File: config.mk
export PLATFORM = sky130hd
export DESIGN_NAME = lot_occupancy
export DESIGN_NICKNAME = d
export VERILOG_FILES = /design/src/rtl/lot_occupancy.sv
export SDC_FILE = /design/constraint.sdc
export NUM_CORES = 1
export LEC_CHECK = 0
export ABC_AREA = 0
export CELL_PAD_IN_SITES_DETAIL_PLACEMENT = 1
export CELL_PAD_IN_SITES_GLOBAL_PLACEMENT = 1
export CORE_UTILIZATION = 37
export CTS_CLUSTER_SIZE = 12
export DETAILED_ROUTE_END_ITERATION = 16
export GPL_ROUTABILITY_DRIVEN = 0
export PLACE_DENSITY = 0.78
export SLEW_MARGIN = 0
export SYNTH_ARGS = -nofsm -noshare
export SYNTH_HDL_FRONTEND = slang
export SYNTH_SLANG_ARGS = --single-unit
File: constraint.sdc
create_clock -name clk -period 1.46 [get_ports clk]
set_input_delay 0.146 -clock clk [delete_from_list [all_inputs] [get_ports clk]]
set_output_delay 0.146 -clock clk [all_outputs]
set_load 0.1 [all_outputs]
File: src/rtl/lot_occupancy.sv
// Parking-lot gate decoder: synchronizes the two beam sensors, tracks enter/exit
// sequences and keeps a saturating car count with one-cycle event strobes.
module lot_occupancy #(
  parameter int CAPACITY = 3,
  parameter int CW       = 2
) (
  input  logic          clk,
  input  logic          reset_n,
  input  logic          sensor_a,
  input  logic          sensor_b,
  output logic [CW-1:0] cars,
  output logic          enter_pulse,
  output logic          exit_pulse,
  output logic          err_pulse
);

  localparam logic [CW-1:0] CAP = CW'(CAPACITY);

  typedef enum logic [2:0] {
    IDLE, ENT1, ENT2, ENT3, EXT1, EXT2, EXT3, AMBIG
  } state_t;

  state_t        state_q, state_d;
  logic          a_meta_q, a_meta_d, a_sync_q, a_sync_d;
  logic          b_meta_q, b_meta_d, b_sync_q, b_sync_d;
  logic [1:0]    ab;
  logic          enter_evt, exit_evt;
  logic [CW-1:0] cars_q, cars_d;
  logic          enter_q, enter_d, exit_q, exit_d, err_q, err_d;

  always_comb begin
    a_meta_d = sensor_a;
    b_meta_d = sensor_b;
    a_sync_d = a_meta_q;
    b_sync_d = b_meta_q;
  end

  assign ab = {a_sync_q, b_sync_q};

  always_comb begin
    state_d   = state_q;
    enter_evt = 1'b0;
    exit_evt  = 1'b0;
    case (state_q)
      IDLE: begin
        case (ab)
          2'b10:   state_d = ENT1;
          2'b01:   state_d = EXT1;
          2'b11:   state_d = AMBIG;
          default: state_d = IDLE;
        endcase
      end
      ENT1: begin
        case (ab)
          2'b11:   state_d = ENT2;
          2'b00:   state_d = IDLE;
          2'b01:   state_d = AMBIG;
          default: state_d = ENT1;
        endcase
      end
      ENT2: begin
        case (ab)
          2'b01:   state_d = ENT3;
          2'b10:   state_d = ENT1;
          2'b00:   state_d = AMBIG;
          default: state_d = ENT2;
        endcase
      end
      ENT3: begin
        case (ab)
          2'b00: begin
            state_d   = IDLE;
            enter_evt = 1'b1;
          end
          2'b11:   state_d = ENT2;
          2'b10:   state_d = AMBIG;
          default: state_d = ENT3;
        endcase
      end
      EXT1: begin
        case (ab)
          2'b11:   state_d = EXT2;
          2'b00:   state_d = IDLE;
          2'b10:   state_d = AMBIG;
          default: state_d = EXT1;
        endcase
      end
      EXT2: begin
        case (ab)
          2'b10:   state_d = EXT3;
          2'b01:   state_d = EXT1;
          2'b00:   state_d = AMBIG;
          default: state_d = EXT2;
        endcase
      end
      EXT3: begin
        case (ab)
          2'b00: begin
            state_d  = IDLE;
            exit_evt = 1'b1;
          end
          2'b11:   state_d = EXT2;
          2'b01:   state_d = AMBIG;
          default: state_d = EXT3;
        endcase
      end
      AMBIG: begin
        if (ab == 2'b00) state_d = IDLE;
      end
      default: state_d = IDLE;
    endcase
  end

  // Error strobes only on the edge that enters AMBIG, or on a saturated count.
  always_comb begin
    cars_d  = cars_q;
    enter_d = 1'b0;
    exit_d  = 1'b0;
    err_d   = (state_d == AMBIG) && (state_q != AMBIG);
    if (enter_evt) begin
      if (cars_q < CAP) begin
        cars_d  = cars_q + 1'b1;
        enter_d = 1'b1;
      end else begin
        err_d = 1'b1;
      end
    end else if (exit_evt) begin
      if (cars_q != '0) begin
        cars_d = cars_q - 1'b1;
        exit_d = 1'b1;
      end else begin
        err_d = 1'b1;
      end
    end
  end

  always_ff @(posedge clk or negedge reset_n) begin
    if (!reset_n) begin
      a_meta_q <= 1'b0;
      a_sync_q <= 1'b0;
      b_meta_q <= 1'b0;
      b_sync_q <= 1'b0;
      state_q  <= IDLE;
      cars_q   <= '0;
      enter_q  <= 1'b0;
      exit_q   <= 1'b0;
      err_q    <= 1'b0;
    end else begin
      a_meta_q <= a_meta_d;
      a_sync_q <= a_sync_d;
      b_meta_q <= b_meta_d;
      b_sync_q <= b_sync_d;
      state_q  <= state_d;
      cars_q   <= cars_d;
      enter_q  <= enter_d;
      exit_q   <= exit_d;
      err_q    <= err_d;
    end
  end

  assign cars        = cars_q;
  assign enter_pulse = enter_q;
  assign exit_pulse  = exit_q;
  assign err_pulse   = err_q;

endmodule

==> metrics.txt <==
vias in the first global route 744; Area Overhead vs Synth 68.7%; routed vias/inst 5.51; core area 1960 µm²; synthesized area 776 µm²; CP startpoint a_sync_q$_DFF_PN0_; sequential-to-total area share from yosys stat 38.7%; GRT Total Usage 26.8%; first-pass GRT wire length 3860 µm; Max-Cap Viols 0; most common cell after layout, fill and taps aside buf_4; adder-cell share of the synthesized area 12.9%; layout cells sized above 1 61.3%; Pwr Density 1920 nW/µm²; CP arrival 1.86 ns; slowest cell on the critical path dfrtp_2; WL final 3210 µm; crit start category flop; Seq cells post-synth 12; global route overflow 0; Synth Area in XOR/XNOR 1.13%; Post-DP HPWL 1550 µm; Worst VDD drop 1.28 mV; normalized max-slew margin 78.9%; Period minus WS final 1.68 ns; crit path capture type flop; setup violators final 6; Setup CP Type flop to flop; top_reg_cell synth dfrtp_1; Critical Path RT 1.64 ns; final worst path period share 115%; DRC viols 0; CTS Sinks 12; Num CTS Buffers 3; Setup Skew 0.00912 ns; H-tree depth 1; antenna violations before repair 0; die area 2280 µm²; Crit. path cell count 6; Worst-Skew Late Latency 0.28 ns; syn_nets 88; share of the synthesized area in the top cell type 38.7%; compound-gate portion of the synthesized area 15.6%; Vias 733; Worst R2R Path Depth 6; CTS tree yes; Worst R2R Setup Slack -0.22 ns; worst-case clock buffer depth 2; Leak 0.557 nW; syn_area_per_cell 10.2 µm²; clock-pin transition on the worst setup and hold timing paths 0.08 ns; crit path max fanout 6; antenna cells 0; Worst-Margin Slew 0.317 ns; DRT antenna net count 0; first-pass iteration count of the detailed router 4; Cells after Synth 76; FMAX 594 MHz; Fin Setup TNS -0.742 ns; synth unique cells 30; failing checks setup timing; Die Span Y 47.8 µm; main combinational cell family by area after synthesis simple AND/OR/NAND/NOR gates; worst reg2reg startpoint a_sync_q$_DFF_PN0_; root buffer cell clkbuf_4; cell family with most CP delay flip-flops; dpl ws -0.210 ns; # fillers 202; Area after DPL 1040 µm²; main area contributors after synthesis dfrtp_1 (39%), ha_1 (13%), nand2b_1 (4.8%), nand2_1 (3.4%), nor4b_4 (3.1%); I/O pins 9; critical path endpoint err_pulse$_DFF_PN0_; fin. max-slew vios 0; Simple-Gate Fraction of Synth Area 23.1%; PortBufs 8; final hold violations 0; commonest non-fill, non-tap cells in the layout buf_4 (19), dfrtp_1 (8), buf_12 (6); initial DRC count 11; status finished with violations; Post-synth EDFFs 0; Design Power 2.51 mW; WHS 0.173 ns; Ys Warns 0; Worst R2R End err_pulse$_DFF_PN0_; RSZ-0062 raised after global routing yes; CP Cell Sequence inv_4 -> ha_4 -> nor2_1 -> nor4b_4 -> o221ai_2 -> o41ai_2; Post-synth ARST share 100%; max incr delay on CP 0.49 ns; Rows 16; Yosys top cell by area dfrtp_1; slack of the critical path -0.223 ns; nets 119; WP buf/inv 1; mux cell area share after synthesis 2.58%; WL/cell 24.1 µm; Initial Util 39.5%; cell area after layout 1310 µm²; largest net degree at the start of global routing 19; die outline width 47.8 µm; Hold Crit Class primary input to asynchronous set/reset pin
[per-layer routing]
layer  wire, µm  up-vias  GRT usage [%]
met5          0        -              0
met4        134        0           17.2
met3         83       12           2.64
met2       1620       22           44.6
met1       1380      373           32.9
li1           -      326              -
[cell usage after synthesis (all sizes together), types with 2 or more instances]
cell	n
ha	8
nand2	7
nand2b	6
nor2	6
buf	3
dfrtp	12
nor3	3
inv	5
a311oi	2
o221ai	2
mux2i	2
o21ai	3
nor3b	2
a21oi	2
[what timing repair did]
item | 4_1_cts | 5_1_grt
hold buffers | 0 | 0
buffers inserted | 6 | 3
pin swaps | 10 | 10
endpoints found under the setup margin | 5 | 6
resized for setup | 18 | 18
[where the power goes]
| group | leakage [nW] | total (mW) | internal (mW) | switching (mW) |
|---|---|---|---|---|
| combinational | 0.398 | 1.67 | 0.701 | 0.971 |
| sequential | 0.138 | 0.570 | 0.422 | 0.148 |
| clock | 0.0210 | 0.270 | 0.152 | 0.118 |
[cells by family after synthesis]
group,Yosys count
compound gates,14
xor+xnor,1
fa+ha+maj,8
buf+inv,8
flops,12
mux,2
simple gates,31
[state kept, by name, summed over array words and instances (netlist names)]
register,count
enter_pulse,1
b_sync_q,1
a_meta_q,1
a_sync_q,1
exit_pulse,1
b_meta_q,1
err_pulse,1
state_q,3
cars,2
[final cells by class]
cell class | instances | area, µm² | area share (%)
inverter | 5 | 23.8 | 1.82
multi-input combinational | 56 | 606 | 46.3
sequential | 12 | 305 | 23.3
clock buffer | 4 | 36.3 | 2.77
tap | 27 | 33.8 | 2.58
timing repair buffer | 29 | 304 | 23.2
[worst min path at each step]
stage	start	slack (ns)	to
after floorplan	reset_n	-0.15	a_meta_q$_DFF_PN0_
after global placement	a_meta_q$_DFF_PN0_	0.35	a_sync_q$_DFF_PN0_
after detailed placement	a_meta_q$_DFF_PN0_	0.34	a_sync_q$_DFF_PN0_
after CTS	reset_n	0.16	enter_pulse$_DFF_PN0_
after global routing	reset_n	0.18	exit_pulse$_DFF_PN0_
final	reset_n	0.17	enter_pulse$_DFF_PN0_
[through the flow]
step           instances  util [%]
3_5_place_dp         120      53.1
3_3_place_gp         120      53.1
4_1_cts              130      61.0
5_1_grt              133      66.7
2_1_floorplan         76         -
6_report             133      66.7
(Power assumes the default switching activity.)
